$ cat config.mk
export PLATFORM = sky130hd
export DESIGN_NAME = serial_rx_flat
export DESIGN_NICKNAME = d
export VERILOG_FILES = /design/src/rtl/serial_rx_if.sv /design/src/rtl/serial_rx.sv /design/src/flat_wrapper.sv
export SDC_FILE = /design/constraint.sdc
export NUM_CORES = 1
export LEC_CHECK = 0
export BUFFER_PORTS_ARGS = -buffer_cell sky130_fd_sc_hd__buf_4
export CAP_MARGIN = 20
export CORE_MARGIN = 5
export CORE_UTILIZATION = 35
export DETAILED_ROUTE_END_ITERATION = 8
export GPL_ROUTABILITY_DRIVEN = 1
export PLACE_DENSITY = 0.53
export SYNTH_ARGS = -nofsm -noshare
export SYNTH_HDL_FRONTEND = slang
export SYNTH_SLANG_ARGS = --single-unit
$ cat constraint.sdc
create_clock -name clk -period 4 [get_ports clk]
set_input_delay 0.2 -clock clk [delete_from_list [all_inputs] [get_ports clk]]
set_output_delay 0.2 -clock clk [all_outputs]
set_load 0.01 [all_outputs]
$ cat src/rtl/serial_rx_if.sv
// rtl/serial_rx_if.sv - serial receiver line input and received-byte outputs
interface serial_rx_if;
  logic       rxd;
  logic [7:0] rxData;
  logic       rxReady;
  logic       rxFrameErr;
  logic       rxActive;

  modport master (output rxd, input rxData, rxReady, rxFrameErr, rxActive);
  modport slave  (input rxd, output rxData, rxReady, rxFrameErr, rxActive);
endinterface

$ cat src/rtl/serial_rx.sv
// rtl/serial_rx.sv - 16x oversampled 8N1 receiver with 3-sample majority vote
// Bit b is decided on tick 16b+10 (samples 7,8,9), counted from the start-edge cycle.
module serial_rx #(
  parameter int TICK_DIV = 27
) (
  input  logic       clk,
  input  logic       reset,
  serial_rx_if.slave rx
);
  localparam int            DW       = (TICK_DIV > 1) ? $clog2(TICK_DIV) : 1;
  localparam logic [DW-1:0] DIV_LAST = DW'(TICK_DIV - 1);

  typedef enum logic [2:0] {IDLE, START, DATA, STOP, WAITHIGH} state_t;

  state_t        state, state_nx;
  logic          sync1, rxs;
  logic [DW-1:0] div;
  logic [3:0]    samp, bit_idx;
  logic          v7, v8;
  logic [7:0]    shreg, data_q;
  logic          ready_q, ferr_q;
  logic          tick, decide, vote;
  logic          clr_cnt, shift_en, load_data, frame_err;

  always_ff @(posedge clk) begin
    if (reset) begin
      sync1 <= 1'b1;
      rxs   <= 1'b1;
    end else begin
      sync1 <= rx.rxd;
      rxs   <= sync1;
    end
  end

  assign tick   = (div == DIV_LAST);
  assign decide = tick && (samp == 4'd9);
  assign vote   = (v7 & v8) | (v7 & rxs) | (v8 & rxs);

  // Divider realigns to the detected start edge so sample 8 lands mid-bit.
  always_ff @(posedge clk) begin
    if (reset || clr_cnt || tick) div <= '0;
    else                          div <= div + 1'b1;
  end

  always_ff @(posedge clk) begin
    if (reset || clr_cnt) begin
      samp    <= '0;
      bit_idx <= '0;
    end else if (tick && (state == START || state == DATA || state == STOP)) begin
      samp <= samp + 4'd1;
      if (samp == 4'd15) bit_idx <= bit_idx + 4'd1;
    end
  end

  always_ff @(posedge clk) begin
    if (reset) begin
      v7 <= 1'b1;
      v8 <= 1'b1;
    end else if (tick) begin
      if (samp == 4'd7) v7 <= rxs;
      if (samp == 4'd8) v8 <= rxs;
    end
  end

  always_ff @(posedge clk) begin
    if (reset) state <= IDLE;
    else       state <= state_nx;
  end

  always_comb begin
    state_nx  = state;
    clr_cnt   = 1'b0;
    shift_en  = 1'b0;
    load_data = 1'b0;
    frame_err = 1'b0;
    case (state)
      IDLE: begin
        if (!rxs) begin
          clr_cnt  = 1'b1;
          state_nx = START;
        end
      end
      START: begin
        if (decide) state_nx = vote ? IDLE : DATA;
      end
      DATA: begin
        if (decide) begin
          shift_en = 1'b1;
          if (bit_idx == 4'd8) state_nx = STOP;
        end
      end
      STOP: begin
        if (decide) begin
          if (vote) begin
            load_data = 1'b1;
            state_nx  = IDLE;
          end else begin
            frame_err = 1'b1;
            state_nx  = WAITHIGH;
          end
        end
      end
      WAITHIGH: begin
        if (rxs) state_nx = IDLE;
      end
      default: state_nx = IDLE;
    endcase
  end

  always_ff @(posedge clk) begin
    if (reset) begin
      shreg   <= '0;
      data_q  <= '0;
      ready_q <= 1'b0;
      ferr_q  <= 1'b0;
    end else begin
      if (shift_en) shreg <= {vote, shreg[7:1]};
      if (load_data) data_q <= shreg;
      ready_q <= load_data;
      ferr_q  <= frame_err;
    end
  end

  assign rx.rxData     = data_q;
  assign rx.rxReady    = ready_q;
  assign rx.rxFrameErr = ferr_q;
  assign rx.rxActive   = (state != IDLE);
endmodule

$ cat src/flat_wrapper.sv
// flat-port wrapper written by rule: the top's interface ports become plain ports
module serial_rx_flat 
#(
  parameter int TICK_DIV = 27
)
  (clk, reset, rx_rxd, rx_rxData, rx_rxReady, rx_rxFrameErr, rx_rxActive);
  serial_rx_if rx_i ();
  input  logic clk;
  input  logic reset;
  input wire logic [$bits(rx_i.rxd)-1:0] rx_rxd;
  output wire logic [$bits(rx_i.rxData)-1:0] rx_rxData;
  output wire logic [$bits(rx_i.rxReady)-1:0] rx_rxReady;
  output wire logic [$bits(rx_i.rxFrameErr)-1:0] rx_rxFrameErr;
  output wire logic [$bits(rx_i.rxActive)-1:0] rx_rxActive;
  assign rx_i.rxd = rx_rxd;
  assign rx_rxData = rx_i.rxData;
  assign rx_rxReady = rx_i.rxReady;
  assign rx_rxFrameErr = rx_i.rxFrameErr;
  assign rx_rxActive = rx_i.rxActive;
  serial_rx #(.TICK_DIV(TICK_DIV)) u_core (.clk(clk), .reset(reset), .rx(rx_i));
endmodule
* After elaboration in Yosys (flattened, before gate mapping)
Cells that the tools add are included.
** Word-level totals
- Logic and storage cells :: 68
- Bits of input ports :: 3
- Flip-flop bits (word level) :: 38
- Output and inout port bits :: 11
** Cells by class
- Bitwise gates (word level) :: 7
- Reductions and logical operators :: 13
- Equal/unequal tests :: 16
- Add/subtract/negate cells :: 3
- Multiplexer cells :: 17
** Operator list (number)
- 2-to-1 mux 3 bit :: 7
- equality test 4 bit, second input constant :: 4
- case mux 3 bit (5 select lines) :: 1
- adder 4 x 1 -> 4 bit, second input constant :: 2
- 2-to-1 mux 1 bit :: 8
- != test 2 x 1 -> 1 bit, second input constant :: 4
- equality test 3 x 2 -> 1 bit, second input constant :: 2
- AND reduction 2 bit :: 3
- AND reduction 6 bit :: 1
- adder 5 x 1 -> 5 bit, second input constant :: 1
- equality test 5 bit, second input constant :: 1
- equality test 4 x 3 -> 1 bit, second input constant :: 1
- logical OR 1 bit :: 4
- != test 2 bit, second input constant :: 2
- bitwise AND 1 bit :: 3
- equality test 3 x 1 -> 1 bit, second input constant :: 1
- equality test 3 bit, second input constant :: 1
- zero test 3 bit :: 1
- nonzero test 3 bit :: 1
- OR reduction 3 bit :: 1
- logical AND 1 bit :: 2
- 2-to-1 mux 2 bit :: 1
- inverter 1 bit :: 2
- bitwise OR 1 bit :: 2

* Logic depth before layout (Yosys ltp)
Gate-level depths: netlist of run 1.
- Depth in word-level cells :: 6
- Depth in mapped cells :: 8
- Gate-level depth less buffers :: 6

* Worst setup path after synthesis of run 1
Ideal clock, no wire load.
- Kind :: flip-flop to flip-flop
- Start :: register u_core.div[0]
- End :: register u_core.shreg[4]
- Library setup time :: 0.128 ns
- Slack :: 2.457 ns
- Cell stages (with the launch flop) :: 9
- Arrival time :: 1.415 ns
- Cells stage by stage :: dfxtp_1 > inv_1 > ha_1 > and4b_1 > buf_4 > and3_1 > buf_4 > mux2i_1 > nor2_1
** On the way
- Cells in the longest elaborated chain, start to end :: 4
** RTL lines
- start: declaration :: line serial_rx.sv:17 : logic [DW-1:0] div;
- start signal: assignment :: line serial_rx.sv:42 : else div <= div + 1'b1;
- equality test 5 bit :: line serial_rx.sv:35 : assign tick = (div == DIV_LAST);
- logical AND 1 bit :: line serial_rx.sv:36 : assign decide = tick && (samp == 4'd9);
- 2-to-1 mux 1 bit :: line serial_rx.sv:87 : if (decide) begin
- 2-to-1 mux 1 bit :: line serial_rx.sv:76 : case (state)
- end signal: assignment :: line serial_rx.sv:117 : if (shift_en) shreg <= {vote, shreg[7:1]};
- end: declaration :: line serial_rx.sv:20 : logic [7:0] shreg, data_q;
Every way passes these cells.
A chain may end at the register's enable or synchronous reset.

* Final worst setup path of run 1
- Start :: register u_core.div[0]
- End :: register u_core.shreg[1]
The elaborated chain is that of the path after synthesis.

==> results.toml, run 1 <==
[timing]
tightest_slew_ns = 0.467
tns_ns = 0
fin_skew_ns = 0.00792
fmax_mhz = 534
rsz0062_at_grt = "no"
finalSetupViolCount = 0
drv_slew = 0
fin_crit_sh = 0.468
max-slew-margin-rel = 0.689
finalCriticalPeriod_ns = 1.87
hold_viol = 0

[pwr]
power.density_mw_per_mm2 = 359
finalPower_mw = 0.676
p_leak_nw = 0.778
ir_worst_vdd_mv = 0.142

[place]
portBuffers = 13
gp_congestion = 0.779
dp_hpwl_mm = 2.18

[floorplan]
io_pins = 14
dieHeight_um = 79.0
dieArea_sq_mm = 0.00623
coreArea_sq_mm = 0.00466
floorplan.initialDensity = 0.357
rows = 25
die_w_um = 79.0

[clock_network]
clk_pin_slew_ns = 0.08
cts_tree = "done"
ctsHoldBuffers = 0
clkSinkCount = 38
clock-root-buffer = "clkbuf_8"
cts.path.max_buffers = 2
clk_latency_ns = 0.28
cts_resized = 0
h-tree-depth = 2
numCtsBuffers = 5
cts_setup_buffers = 0

[logic_synthesis]
synth_fa_ha_area_frac = 0.0594
synth_top_family_by_area = "simple AND/OR/NAND/NOR gates"
muxShareOfSynthArea = 0.120
synth_edf_count = 0
synthArstFlopShare = 0
synth-compound-area-share = 0.0504
synth-seq-cells = 38
synthSimpleGateAreaFrac = 0.234
syn-num-nets = 179
seq_area_frac_synth = 0.457
synth-xor-area-share = 0.0421
yosysUniqueCellTypes = 38
synth_flop_cell = "dfxtp_1"
synthesis.area_sq_mm = 0.00166
yosysWarnings = 0
synthCells = 169
synth_area_per_cell_sq_um = 9.85

[global_route]
antenna_found_initial = 0
grt_use_total = 0.107
grt_pass1_wl_mm = 5.23
gr-total-overflow = 0
grt_max_degree = 27
grt_pass1_vias = 1150

[drt]
post_drt_wl_per_cell_um = 12.5
dr.pass1.iters = 6
drtIter0Drc = 63
drc = 0
final_antenna_net_count = 0
vias = 1170
via_per_inst = 4.94
drt_wl_total_mm = 2.95

[hold_path]
hold_class = "input pin to register"

[cells_and_area]
final_cell_mix = "dfxtp_1, nor2_1, mux2i_1, buf_4, ha_1"
final_common_cell = "dfxtp_1"
seq_area_sq_um = 761
fill_cells = 438
nets = 192
layout-drive-gt1-share = 0.164
antenna_cells = 0
areaGrowthSynthToFinish_pct = 13.3
multi_input_area_sq_um = 842

[critical_path]
critPathKind = "register to register"
cp-start-kind = "register"
required_ns = 4.17
path_max_fanout = 8
end_kind = "register"
critPathArrivalTime_ns = 2.04

[run]
cap_viol_max_count = 0

[outcome]
status = "finished, final reports clean"
power by group:
group          leakage [nW]  internal [mW]  switching [mW]  total, mW
registers             0.307          0.382         0.00402      0.386
clock network        0.0472          0.138           0.130      0.268
logic                 0.424        0.00971          0.0123     0.0220
total                 0.778          0.530           0.146      0.676
layer usage:
metal  vias to the layer above  global-route usage  routed length (um)
met1                       549               0.126                1440
li1                        602                   -                   -
met2                        13               0.175                1330
met4                         0              0.0515                  66
met3                         6              0.0374                 111
met5                         -                   0                   0
cell usage after synthesis (2+ instances only):
cell	number	area (sq um)
buf_4	3	22.5
nand3b_1	2	15.0
or2_2	2	12.5
mux2i_1	20	200
and3b_1	2	17.5
and3_1	3	18.8
nand2_1	5	18.8
nor4_1	2	12.5
nor2_1	33	124
ha_1	7	87.6
dfxtp_1	38	761
nor3_1	4	20.0
clkbuf_1	3	11.3
nand3_1	6	30.0
nand2b_1	4	25.0
xnor2_1	4	35.0
o21ai_0	2	10.0
xor2_1	4	35.0
inv_1	6	22.5
kinds of logic after synthesis:
kind of cell | after synthesis
adders and majority gates | 8
xor gates and xnor gates | 8
buffers and inverters | 13
AOI/OAI and AO/OA | 10
muxes | 20
and+or+nand+nor | 72
DFF | 38
through the flow:
step / area, sq um / setup slack, ns / instances / utilization / hold slack, ns
3_3_place_gp: 1790 / 2.18 / 229 / 0.384 / 0.384
4_1_cts: 1890 / 2.12 / 237 / 0.405 / 0.0806
3_5_place_dp: 1790 / 2.12 / 229 / 0.384 / 0.388
2_1_floorplan: 1660 / 2.46 / 169 / - / 0.304
5_1_grt: 1890 / 2.01 / 237 / 0.405 / 0.0784
6_report: 1890 / 2.13 / 237 / 0.405 / 0.0912
worst max-delay path, stage by stage (launching register included):
cell	delay, ns
dfxtp_1	0.33
inv_1	0.06
ha_1	0.18
and4b_1	0.38
and3_1	0.51
mux2i_1	0.24
nor2_1	0.06
cell type report:
class                   instances  share of cell area
clock inverters                 2             0.00664
inverters                       6              0.0119
multi-input cells             118               0.447
repair buffers                 13              0.0518
flip-flops and latches         38               0.403
well taps                      54              0.0358
clock buffers                   6              0.0438
path summary, 6_finish.rpt:
check | start | endpoint | slack (ns) | cells past startpoint
setup / recovery | u_core.div[0] | u_core.shreg[1] | 2.13 | 6
hold / removal | rx_rxd | u_core.sync1 | 0.09 | 2
setup reg to reg | u_core.div[0] | u_core.shreg[1] | 2.13 | 6
hold reg to reg | u_core.sync1 | u_core.rxs | 0.42 | 1
state kept, by name (all words and copies together) (netlist names), 3 cells and up:
| signal | cells |
|---|---|
| u_core.shreg | 8 |
| u_core.bit_idx | 4 |
| u_core.state | 3 |
| u_core.samp | 4 |
| u_core.div | 5 |
| u_core.rx.rxData | 8 |
Note: power is estimated with default switching activity, not from simulation.
==> run 2, diff against run 1 <==
Settings changed: PLACE_DENSITY 0.53 to 0.55.
Clock period 4 ns to 1.6 ns, I/O delays scaled along.
==> run 2 against run 1 <==
Global-route usage is 0.40 points higher. Worst hold slack better by 0.042 ns. Core utilization rose by 3.9 points. First-iteration DRC count down 35%. Cell area increased by 9.7%. Count of clock-buffer cells in the layout is the same. Via count is 3.2% higher. Clock skew fell by 0.0054 ns. Setup slack worse by 2.1 ns. Critical endpoint is now u_core.shreg[7]. Largest cell class unchanged.
==> results.toml, run 2 (synthesis gave the netlist of run 1 again) <==
[floorplan]
dieArea_sq_mm = 0.00623
floorplan.initialDensity = 0.357
rows = 25
dieHeight_um = 79.0
die_w_um = 79.0
io_pins = 14
coreArea_sq_mm = 0.00466

[clock_network]
h-tree-depth = 2
cts.path.max_buffers = 2
clkSinkCount = 38
numCtsBuffers = 5
clk_latency_ns = 0.29
clk_pin_slew_ns = 0.07
cts_tree = "done"
clock-root-buffer = "clkbuf_8"

[critical_path]
cp_slowest_cell = "dfxtp_2"
critPathLaunch = "u_core.div[0]"
cp-start-kind = "register"
r2r_start = "u_core.div[0]"
critPathArrivalTime_ns = 1.71
cp_top_family = "simple AND/OR/NAND/NOR gates"
critPathBufInv = 2
reg2regPathDepth = 7
critical-path-max-stage-delay_ns = 0.33
path_max_fanout = 8
critPathKind = "register to register"
cp_cell_sequence = "inv_2, ha_4, and4b_2, and3_4, buf_12, mux2i_1, nor2_1"
path_depth = 7
end_kind = "register"
required_ns = 1.77

[drt]
drc = 0
post_drt_wl_per_cell_um = 12.7
dr.pass1.iters = 4
drt_wl_total_mm = 3.11
drtIter0Drc = 41
via_per_inst = 4.91
vias = 1208
final_antenna_net_count = 0

[place]
postPlaceCellArea_sq_mm = 0.00186
preCtsSetupSlack_ns = -0.0597
dp_hpwl_mm = 2.29
portBuffers = 13
gp_congestion = 0.888

[cells_and_area]
nets = 201
antenna_cells = 0
final_cell_mix = "dfxtp_1, nor2_1, mux2i_1, buf_4"
areaGrowthSynthToFinish_pct = 24.3
layout-drive-gt1-share = 0.255
final_area_sq_mm = 0.00207
final_common_cell = "dfxtp_1"

[global_route]
grtUsageMet3 = 0.0351
grt_pass1_vias = 1208
use_met2 = 0.178
grt_pass1_wl_mm = 5.44
gr-total-overflow = 0
grt_use_met1 = 0.136
grt-busiest-layer = "met2"
grt_max_degree = 27
grt_use_total = 0.111
antenna_found_initial = 0

[pwr]
pwr-share-comb = 0.034
p_int_mw = 1.65
sw_frac_of_total = 0.186
p_leak_nw = 0.869
clkPwrFrac = 0.490
seq_power_share = 0.476
power.density_mw_per_mm2 = 982
p_switching_mw = 0.377
ir_worst_vdd_mv = 0.375

[timing]
fin_skew_ns = 0.00255
fmax_mhz = 653
tns_ns = 0
tightest_slew_ns = 0.418
max-slew-margin-rel = 0.717
finalCriticalPeriod_ns = 1.53
rsz0062_at_grt = "yes"
setup_slack_ns = 0.0675
fin_crit_sh = 0.958
hold_viol = 0
finalSetupViolCount = 0
drv_slew = 0

[hold_path]
min_from = "reset"
hold_class = "input pin to register"
hold-path-cell-count = 2

[outcome]
status = "finished, final reports clean"

[run]
cap_viol_max_count = 0
[run 2: cell types whose count changed in the layout (fill, tap and decap cells not counted), sizes merged]
| cell | change |
|---|---|
| dlygate4sd3 | +1 |
| buf | +8 |
| clkinv | -1 |
| bufinv | +2 |
| clkinvlp | -1 |
[run 2: through the flow]
stage	hold WS [ns]	power [mW]	std cells	util
2_1_floorplan	0.184	1.03	169	-
3_3_place_gp	0.264	1.05	236	0.398
3_5_place_dp	0.269	1.05	236	0.398
4_1_cts	0.129	2.05	245	0.433
5_1_grt	0.148	2.12	246	0.444
6_report	0.133	2.03	246	0.444
[run 2: routing by layer]
layer,share of wire,wire length (um),vias to the layer above
met5,0,0,-
met4,0.011,35,0
met3,0.037,116,4
met2,0.48,1500,14
met1,0.47,1460,565
li1,-,-,625
[run 2: final timing paths]
| path | slack [ns] | end |
|---|---|---|
| worst min register to register | 0.41 | u_core.rxs |
| worst max-delay path | 0.07 | u_core.shreg[7] |
| worst min-delay path | 0.13 | u_core.shreg[5] |
| worst max register to register | 0.07 | u_core.shreg[7] |
[run 2: power by group through the flow]
stage | combinational [mW] | clock (mW) | sequential, mW
detailed placement | 0.0626 | 0 | 0.986
global placement | 0.0596 | 0 | 0.986
finish | 0.0681 | 0.996 | 0.967
floorplan | 0.0420 | 0 | 0.985
CTS | 0.0648 | 1.02 | 0.965
global route | 0.0761 | 1.07 | 0.969
[run 2: area by class of cell]
type | count | area (sq um)
clock buffer | 6 | 82.6
clock inverter | 2 | 60.1
fill | 454 | 2590
inverter | 6 | 22.5
multi-input combinational | 118 | 885
sequential | 38 | 767
tap | 54 | 67.6
timing repair buffer | 22 | 184
[run 2: timing repair]
| action | in CTS | in global routing |
|---|---|---|
| setup buffers | 0 | 1 |
| gates cloned | 0 | 0 |
| endpoints found under the hold margin | 1 | 0 |
| resized for setup | 3 | 13 |
| hold buffers | 1 | 0 |
| pin swaps | 0 | 5 |
| setup endpoints to repair | 11 | 19 |
